$ cat src/rtl/dm_block_mover.sv
// Block COPY/FILL engine that owns the 32x8 data memory port while a job runs.
// Define DM_MOVER_CSUM_EN to add the csum output (byte sum of everything written).
module dm_block_mover #(
  parameter int unsigned AW = 5,
  parameter int unsigned DW = 8
) (
  input  logic          clk,
  input  logic          rst,
  input  logic          start,
  input  logic          op,
  input  logic [AW-1:0] src,
  input  logic [AW-1:0] dst,
  input  logic [AW:0]   len,
  input  logic [DW-1:0] fill_val,
  output logic          busy,
  output logic          done,
  output logic          mem_rd,
  output logic          mem_wr,
  output logic [AW-1:0] mem_abus,
  output logic [DW-1:0] mem_wdata,
  input  logic [DW-1:0] mem_rdata
`ifdef DM_MOVER_CSUM_EN
  ,
  output logic [DW-1:0] csum
`endif
);

  typedef enum logic [2:0] {
    StIdle,
    StRd,
    StRdCap,
    StWr,
    StWrRel,
    StDone
  } state_e;

  state_e        state;
  logic          op_q;
  logic [AW-1:0] src_q;
  logic [AW-1:0] dst_q;
  logic [AW:0]   len_q;
  logic [DW-1:0] fill_q;
  logic [AW:0]   idx_q;
  logic [AW:0]   idx_inc;

  // One bit wider than an address so that i+1 can reach a full-memory length.
  assign idx_inc = idx_q + {{AW{1'b0}}, 1'b1};

  always_ff @(posedge clk) begin
    if (rst) begin
      state     <= StIdle;
      busy      <= 1'b0;
      done      <= 1'b0;
      mem_rd    <= 1'b0;
      mem_wr    <= 1'b0;
      mem_abus  <= '0;
      mem_wdata <= '0;
      op_q      <= 1'b0;
      src_q     <= '0;
      dst_q     <= '0;
      len_q     <= '0;
      fill_q    <= '0;
      idx_q     <= '0;
`ifdef DM_MOVER_CSUM_EN
      csum      <= '0;
`endif
    end else begin
      done <= 1'b0;
      unique case (state)
        StIdle: begin
          if (start) begin
            op_q   <= op;
            src_q  <= src;
            dst_q  <= dst;
            len_q  <= len;
            fill_q <= fill_val;
            idx_q  <= '0;
            busy   <= 1'b1;
`ifdef DM_MOVER_CSUM_EN
            csum   <= '0;
`endif
            if (len == '0) begin
              state <= StDone;
              done  <= 1'b1;
            end else if (op) begin
              state     <= StWr;
              mem_wr    <= 1'b1;
              mem_abus  <= dst;
              mem_wdata <= fill_val;
            end else begin
              state    <= StRd;
              mem_rd   <= 1'b1;
              mem_abus <= src;
            end
          end
        end
        StRd: begin
          state <= StRdCap;
        end
        StRdCap: begin
          // mem_wdata doubles as the read-capture buffer for COPY.
          state     <= StWr;
          mem_rd    <= 1'b0;
          mem_wr    <= 1'b1;
          mem_abus  <= dst_q + idx_q[AW-1:0];
          mem_wdata <= mem_rdata;
        end
        StWr: begin
          state  <= StWrRel;
          mem_wr <= 1'b0;
`ifdef DM_MOVER_CSUM_EN
          csum   <= csum + mem_wdata;
`endif
        end
        StWrRel: begin
          idx_q <= idx_inc;
          if (idx_inc == len_q) begin
            state <= StDone;
            done  <= 1'b1;
          end else if (op_q) begin
            state     <= StWr;
            mem_wr    <= 1'b1;
            mem_abus  <= dst_q + idx_inc[AW-1:0];
            mem_wdata <= fill_q;
          end else begin
            state    <= StRd;
            mem_rd   <= 1'b1;
            mem_abus <= src_q + idx_inc[AW-1:0];
          end
        end
        StDone: begin
          state <= StIdle;
          busy  <= 1'b0;
        end
        default: begin
          state  <= StIdle;
          busy   <= 1'b0;
          mem_rd <= 1'b0;
          mem_wr <= 1'b0;
        end
      endcase
    end
  end

endmodule

$ cat config.mk
export PLATFORM = sky130hd
export DESIGN_NAME = dm_block_mover
export DESIGN_NICKNAME = d
export VERILOG_FILES = /design/src/rtl/dm_block_mover.sv
export SDC_FILE = /design/constraint.sdc
export NUM_CORES = 1
export LEC_CHECK = 0
export ABC_AREA = 1
export CORE_MARGIN = 10
export CORE_UTILIZATION = 55
export DETAILED_ROUTE_END_ITERATION = 7
export DONT_BUFFER_PORTS = 1
export GPL_TIMING_DRIVEN = 0
export PLACE_DENSITY = 0.68
export SYNTH_ARGS = -nofsm -noshare
export SYNTH_HDL_FRONTEND = slang
export SYNTH_SLANG_ARGS = --single-unit
$ cat constraint.sdc
create_clock -name clk -period 3.7 [get_ports clk]
set_clock_uncertainty 0.1 [all_clocks]
set_input_delay 0.37 -clock clk [delete_from_list [all_inputs] [get_ports clk]]
set_output_delay 0.37 -clock clk [all_outputs]
set_load 0.1 [all_outputs]
==> results of run 1 <==
## sequential cells by signal (all words and copies together) (netlist names)
register	cells
fill_q	8
mem_wdata	8
idx_q	6
len_q	6
dst_q	5
mem_abus	5
src_q	5
state	3
busy	1
done	1
mem_rd	1
mem_wr	1
op_q	1
## cell usage in the layout (no fill, tap or decap), types with 3 or more instances in the layout
| master | n |
|---|---|
| a21oi_1 | 49 |
| buf_2 | 7 |
| clkbuf_1 | 7 |
| clkbuf_8 | 5 |
| dfxtp_1 | 51 |
| ha_1 | 9 |
| inv_1 | 61 |
| inv_2 | 11 |
| nand2_1 | 109 |
| nand2_2 | 7 |
| nand3_1 | 14 |
| nand3_2 | 4 |
| nand4_1 | 12 |
| nor2_1 | 38 |
| nor2_4 | 3 |
| o21ai_0 | 37 |
| o22ai_1 | 3 |
## area by class of cell
type                    instances  share of cell area
well taps                      70              0.0277
plain buffers                  18              0.0313
flip-flops and latches         51               0.323
clock inverters                 2             0.00396
clock buffers                   6              0.0229
inverters                      73              0.0866
multi-input cells             307               0.505
## cells in the mapped netlist (all sizes together)
cell	number
a211oi	1
a21oi	50
a31o	1
a31oi	2
a32oi	1
and2	1
buf	12
clkbuf	6
clkinv	1
dfxtp	51
fa	2
ha	9
inv	72
nand2	116
nand3	20
nand4	12
nor2	43
nor3	2
o21a	1
o21ai	38
o22ai	3
o311ai	1
xnor2	2
xor2	2
## critical path, cell delays in order, from the launching register on
cell and delay (ns):
dfxtp_1 0.51, ha_1 0.33, inv_1 0.09, nand2_1 0.09, nand2_1 0.09, ha_1 0.36, a21oi_1 0.17, nand2_1 0.08
o21ai_0 0.15, nand2_1 0.08, nor2_1 0.12, nand2_1 0.06, nand2_1 0.05, nor2_1 0.04
## per-layer routing
layer	vias up	GRT usage
met5	-	0
met4	0	0.0443
met3	12	0.0496
met2	73	0.330
met1	1282	0.221
li1	1447	-
## per-stage QoR
step                power, mW   util
floorplan                1.56      -
global placement         1.68  0.591
detailed placement       1.69  0.591
CTS                      2.02  0.608
global route             2.14  0.608
finish                   2.01  0.608
## where the power goes
part / switching (mW) / internal, mW
Sequential: 0.461 / 0.654
Clock: 0.193 / 0.133
Combinational: 0.380 / 0.192
Total: 1.03 / 0.979
## cells by family after synthesis
family	after synthesis	share of synthesized area
AND/OR/NAND/NOR	194	0.298
AO/OA/AOI/OAI	98	0.173
buffers and inverters	91	0.125
flip-flops	51	0.341
adder cells (fa/ha/maj)	11	0.0510
XOR/XNOR	4	0.0117
## worst paths after layout
check / endpoint / slack [ns] / cells after the start / startpoint
worst min-delay path: src_q[4] / 0.1 / 2 / src[4]
worst max-delay path: mem_abus[3] / 1.28 / 13 / idx_q[0]
worst min register to register: src_q[0] / 0.36 / 2 / src_q[0]
worst max register to register: mem_abus[3] / 1.28 / 13 / idx_q[0]
==> results.cfg, run 1 <==
[place]
port_buffers = 0
place_inst = 519
hpwl_um = 6230
place.gp.congestion = 0.914
pre_cts_ws_ns = 1.29
placed_cell_area_um2 = 3080

[pwr]
ir_drop_v = 0.000411
p_per_area_nw_per_um2 = 636
p_leak_nw = 1.43

[route]
vias = 2814
drtIter0Drc = 258
wl_met1_um = 3390
route.met2.wl_um = 4000
ant_nets = 0
wl_per_cell_um = 15.5
drcViolationCount = 0
wl_met3_um = 677
routed_wl_um = 8160
routed_via_density = 5.34
dr.pass1.iters = 4
top_layer = met4

[sta]
rsz0062_at_grt = false
hold_viol_final = 0
fin_ws_ns = 1.28
setup_tns_ns = 0
fmax_ghz = 0.413
timing.final.crit_share = 0.654
holdWs_ns = 0.0971
slew_viol_final = 0
slew_headroom = 0.340
fin_crit_ns = 2.42
setup-violations-final = 0
tightestPinTransition_ns = 0.989

[die]
core-area_um2 = 5200
die_y_um = 93.7
start_util = 0.575
rows = 26
die_x_um = 93.7
io_pins = 53
die_area_um2 = 8790

[global_route]
grt_pass1_wl_um = 13300
track_usage = 0.188
antenna_found_initial = 0
overflow = 0
first_global_vias = 2733
grt_max_degree = 16

[layout]
fin_cells = 527
fillerInstances = 530
syn_to_final_growth_pct = 5.77
num-nets-final = 503
multi_input_area_um2 = 1600
stdcell_area_um2 = 3160
layout-drive-gt1-share = 0.107
final-seq-area_um2 = 1020
antenna_cells = 0

[clocking]
clk_pin_slew_ns = 0.10
numClockSinks = 51
cts_max_level = 2
cts_resized = 0
post_cts_buffers = 0
hold_buffers = 0
cts-root-buf = clkbuf_8
cts.path.max_buffers = 2
insertion_delay_ns = 0.30
cts-buffers-inserted = 5
cts_tree = yes

[worst_setup_path]
critPathKind = register to register
cp.required_ns = 3.80
cp_max_fo = 7
cp-start-kind = register
arrival_ns = 2.52
worstSetupEndpointType = register

[logic_synthesis]
synthCells = 449
synth_area_leaders = dfxtp_1 34%, nand2_1 14%, a21oi_1 8.2%, inv_1 7.7%, o21ai_0 6.2%
ys_types = 36
ys_seq_area_frac = 0.341
syn_area_um2 = 2990
postSynthAreaPerCell_um2 = 6.66
syn-num-nets = 496
ys_ff_latch = 51
synth_top_area_share = 0.341
synth_top_area_cell = dfxtp_1
synth_warnings = 0

[min_path]
hold_class = input pin to register

[run_status]
status = completed

[job]
drv_cap = 0
No activity file was read; power rests on OpenSTA's default activity.
==> run 2: changes to the inputs <==
==> constraint.sdc (replaced) <==
create_clock -name clk -period 2.45 [get_ports clk]
set_clock_uncertainty 0.1 [all_clocks]
set_input_delay 0.245 -clock clk [delete_from_list [all_inputs] [get_ports clk]]
set_output_delay 0.245 -clock clk [all_outputs]
set_load 0.1 [all_outputs]
==> results.cfg, run 2 (synthesis results as in run 1) <==
[layout]
stdcell_area_um2 = 3250
num-nets-final = 509
syn_to_final_growth_pct = 8.58
layout_common_cells = 109 x nand2_1, 61 x inv_1, 49 x a21oi_1, 49 x dfxtp_1, 38 x nor2_1
reg_top3 = fill_q x8, mem_wdata x8
antenna_cells = 0
final_common_cell = nand2_1
layout-drive-gt1-share = 0.112
fin_cells = 533

[worst_setup_path]
arrival_ns = 2.34
cp_max_fo = 13
max_stage_delay_ns = 0.59
path_cells = nand2_1 -> o21ai_0 -> ha_1 -> inv_1 -> fa_1 -> inv_1 -> a31oi_1 -> inv_1 -> nand2_1 -> nand3_1 -> nand3_1 -> nor2_1 -> nor2_1
crit_family = flip-flops
cp-start-kind = register
worstSetupEndpointType = register
worst_path_max_delay_cell = dfxtp_1
cp.required_ns = 2.56
critPathKind = register to register
cp_num_buf_inv = 3
crit_top_cell = inv_1

[run_status]
status = completed

[clocking]
numClockSinks = 51
cts_max_level = 2
cts.path.max_buffers = 2
clk_pin_slew_ns = 0.10
cts-root-buf = clkbuf_8
cts-buffers-inserted = 5
insertion_delay_ns = 0.31
cts_tree = yes
post_cts_buffers = 0

[sta]
setup-violations-final = 0
timing.final.crit_share = 0.912
tightestPinTransition_ns = 0.989
setup_tns_ns = 0
hold_viol_final = 0
slew_viol_final = 0
fmax_ghz = 0.448
slew_headroom = 0.340
fin_crit_ns = 2.23
rsz0062_at_grt = false

[route]
drcViolationCount = 0
drtIter0Drc = 234
routed_wl_um = 8300
dr.pass1.iters = 5
routed_via_density = 5.37
ant_nets = 0
wl_per_cell_um = 15.6
vias = 2860

[place]
port_buffers = 0
hpwl_um = 6230
placed_cell_area_um2 = 3080
place.gp.congestion = 0.914
place_inst = 519

[die]
die_x_um = 93.7
die_y_um = 93.7
die_area_um2 = 8790
rows = 26
io_pins = 53
start_util = 0.575
core-area_um2 = 5200

[global_route]
grt_pass1_wl_um = 13500
antenna_found_initial = 0
overflow = 0
grt_max_degree = 16
track_usage = 0.190
first_global_vias = 2788

[pwr]
p_leak_nw = 1.46
p_per_area_nw_per_um2 = 939
ir_drop_v = 0.000620

[min_path]
hold_class = input pin to register

[job]
drv_cap = 0
[run 2: changes by cell type in the layout (fill, tap and decap cells not counted)]
| cell | delta |
|---|---|
| dfxtp_4 | +1 |
| dfxtp_1 | -2 |
| dlygate4sd3_1 | +7 |
| ha_1 | -1 |
| clkbuf_1 | -1 |
| dfxtp_2 | +1 |
| ha_4 | +1 |
[run 2: report_power, final]
part           internal, mW  switching (mW)  leakage [nW]
Clock                 0.201           0.291        0.0412
Sequential            0.987           0.702         0.421
Combinational         0.296           0.571         0.998
Total                  1.48            1.56          1.46
[run 2: worst paths after layout]
path                 start     endpoint  slack (ns)  cells after the start
setup / recovery      op_q  mem_abus[4]        0.22                     13
hold reg to reg   src_q[0]     src_q[0]        0.36                      2
setup reg to reg      op_q  mem_abus[4]        0.22                     13
hold / removal      len[5]         done        0.03                      3
[run 2: tightest hold or removal path, cell delays in order]
cell	delay [ns]
nor2_1	0.03
nand3_1	0.07
a21oi_1	0.06
[run 2: layer usage]
metal	vias up	part of all wire	track usage	wire length, um
li1	1460	-	-	-
met1	1293	0.42	0.228	3510
met2	97	0.49	0.333	4090
met3	10	0.076	0.0440	635
met4	0	0.0084	0.0468	70
met5	-	0	0	0
[run 2: area by class of cell]
| class | instances | area (um2) |
|---|---|---|
| Fill cell | 522 | 1960 |
| Buffer | 17 | 95.1 |
| Clock inverter | 2 | 12.5 |
| Timing Repair Buffer | 7 | 70.1 |
| Multi-Input combinational cell | 307 | 1610 |
| Tap cell | 70 | 87.6 |
| Clock buffer | 6 | 72.6 |
| Inverter | 73 | 274 |
| Sequential cell | 51 | 1030 |
[run 2: timing repair]
| action | 4_1_cts | 5_1_grt |
|---|---|---|
| hold buffers | 7 | 0 |
| resized for setup | 0 | 5 |
| endpoints found under the setup margin | 0 | 2 |
| hold endpoints to repair | 7 | 0 |
[run 2: stage by stage]
stage	power [mW]	hold slack, ns	setup slack (ns)	util
after floorplan	2.35	0.289	0.417	-
after global placement	2.54	0.292	0.0797	0.591
after detailed placement	2.56	0.295	0.0396	0.591
after CTS	3.06	0.0261	0.0283	0.621
after global routing	3.25	0.0347	0.0423	0.624
final	3.05	0.0281	0.216	0.624
==> run 3: changes to the inputs <==
--- a/config.mk
+++ b/config.mk
@@ -6,8 +6,10 @@
 export NUM_CORES = 1
 export LEC_CHECK = 0
 export ABC_AREA = 1
+export CORE_ASPECT_RATIO = 2
 export CORE_MARGIN = 10
 export CORE_UTILIZATION = 55
+export CTS_BUF_LIST = sky130_fd_sc_hd__clkbuf_8
 export DETAILED_ROUTE_END_ITERATION = 7
 export DONT_BUFFER_PORTS = 1
 export GPL_TIMING_DRIVEN = 0
==> results.cfg, run 3 (synthesis results as in run 1) <==
[run_status]
status = completed

[min_path]
hp-start = fill_val[1]
holdPathEnd = fill_q[1]
whs_path_depth = 2
hold_class = input pin to register

[pwr]
ir_drop_v = 0.000835
power.switching_mw = 1.60
pwr-share-seq = 0.531
p_per_area_nw_per_um2 = 979
swShare = 0.502
combPwrFrac = 0.279
power.internal_mw = 1.58
p_leak_nw = 1.47
pwr-share-clk = 0.190
totalPowerFinal_mw = 3.18

[route]
ant_nets = 0
drcViolationCount = 0
vias = 2890
wl_per_cell_um = 16.6
routed_wl_um = 8700
drtIter0Drc = 225
dr.pass1.iters = 5
routed_via_density = 5.53

[clocking]
cts-buffers-inserted = 5
post_cts_buffers = 0
insertion_delay_ns = 0.32
cts_tree = yes
cts.path.max_buffers = 2
clk_pin_slew_ns = 0.10
cts_max_level = 2
cts-root-buf = clkbuf_8
numClockSinks = 51

[global_route]
use_met2 = 0.369
antenna_found_initial = 0
gr-max-usage-layer = met2
first_global_vias = 2862
overflow = 0
track_usage = 0.195
grt_max_degree = 16
grt_pass1_wl_um = 14000
use_met3 = 0.0518
use_met1 = 0.184

[sta]
fin_crit_ns = 2.22
holdWs_ns = 0.0136
fmax_ghz = 0.449
setup_tns_ns = 0
rsz0062_at_grt = false
tightestPinTransition_ns = 1.01
hold_viol_final = 0
slew_headroom = 0.327
slew_viol_final = 0
setup-violations-final = 0
timing.final.crit_share = 0.908

[job]
drv_cap = 0

[die]
start_util = 0.557
core-area_um2 = 5370
die_area_um2 = 8970
io_pins = 53
die_x_um = 72.1
rows = 38
die_y_um = 124

[worst_setup_path]
path_cells = ha_2 -> inv_1 -> nand2_1 -> nand2_1 -> ha_1 -> a21oi_1 -> nand2_1 -> o21ai_0 -> nand2_1 -> nor2_1 -> nand2_1 -> nand2_1 -> nor2_1
crit_family = adder cells
cp.required_ns = 2.58
rr_worst_depth = 13
arrival_ns = 2.35
cp_max_fo = 7
r2r_slack_ns = 0.23
crit_top_cell = nand2_1
worst_path_max_delay_cell = dfxtp_2
max_stage_delay_ns = 0.43
worstSetupEndpointType = register
cp-start-kind = register
rr_startpoint = idx_q[0]
cp_num_buf_inv = 1
critPathKind = register to register
r2r_end = mem_abus[3]

[layout]
layout_common_cells = 109 x nand2_1, 61 x inv_1, 49 x a21oi_1, 49 x dfxtp_1, 38 x nor2_1
fin_util = 0.605
reg_top3 = fill_q x8, mem_wdata x8
syn_to_final_growth_pct = 8.62
stdcell_area_um2 = 3250
final_common_cell = nand2_1
layout-drive-gt1-share = 0.114
num-nets-final = 510
antenna_cells = 0

[place]
port_buffers = 0
placed_cell_area_um2 = 3070
place.gp.congestion = 0.881
hpwl_um = 6760
run 3: worst max path at each step:
| stage | slack, ns | to | cells after the start | startpoint |
|---|---|---|---|---|
| after floorplan | 0.42 | mem_abus[3] | 13 | idx_q[1] |
| after global placement | 0.09 | mem_abus[3] | 13 | idx_q[0] |
| after detailed placement | 0.08 | mem_abus[3] | 13 | idx_q[0] |
| after CTS | 0.06 | mem_abus[3] | 13 | idx_q[0] |
| after global routing | 0.003 | mem_abus[4] | 14 | op_q |
| final | 0.23 | mem_abus[3] | 13 | idx_q[0] |
run 3: layer usage:
metal | vias up | part of all wire
met3 | 13 | 0.062
li1 | 1462 | -
met2 | 79 | 0.56
met5 | - | 0
met1 | 1336 | 0.36
met4 | 0 | 0.019
run 3: layout make-up:
type	instances	area, um2
plain buffers	18	100
clock buffers	5	68.8
clock inverters	2	37.5
fillers	567	2120
inverters	73	274
multi-input cells	307	1600
flip-flops and latches	51	1020
well taps	60	75.1
repair buffers	7	70.1
run 3: what timing repair did:
action,4_1_cts,5_1_grt
setup endpoints to repair,0,4
resized for setup,0,5
hold buffers,7,0
endpoints found under the hold margin,7,0
run 3: power groups by stage:
stage | clock network, mW | registers [mW] | logic, mW
final | 0.606 | 1.69 | 0.886
after global routing | 0.637 | 1.71 | 1.01
after CTS | 0.609 | 1.69 | 0.886
after detailed placement | 0 | 1.71 | 0.872
after global placement | 0 | 1.71 | 0.855
after floorplan | 0 | 1.67 | 0.678
run 3: stage by stage:
| step | instances | setup WS [ns] |
|---|---|---|
| after global placement | 509 | 0.0900 |
| after global routing | 523 | 0.00346 |
| after CTS | 523 | 0.0569 |
| final | 523 | 0.225 |
| after detailed placement | 509 | 0.0772 |
| after floorplan | 449 | 0.417 |
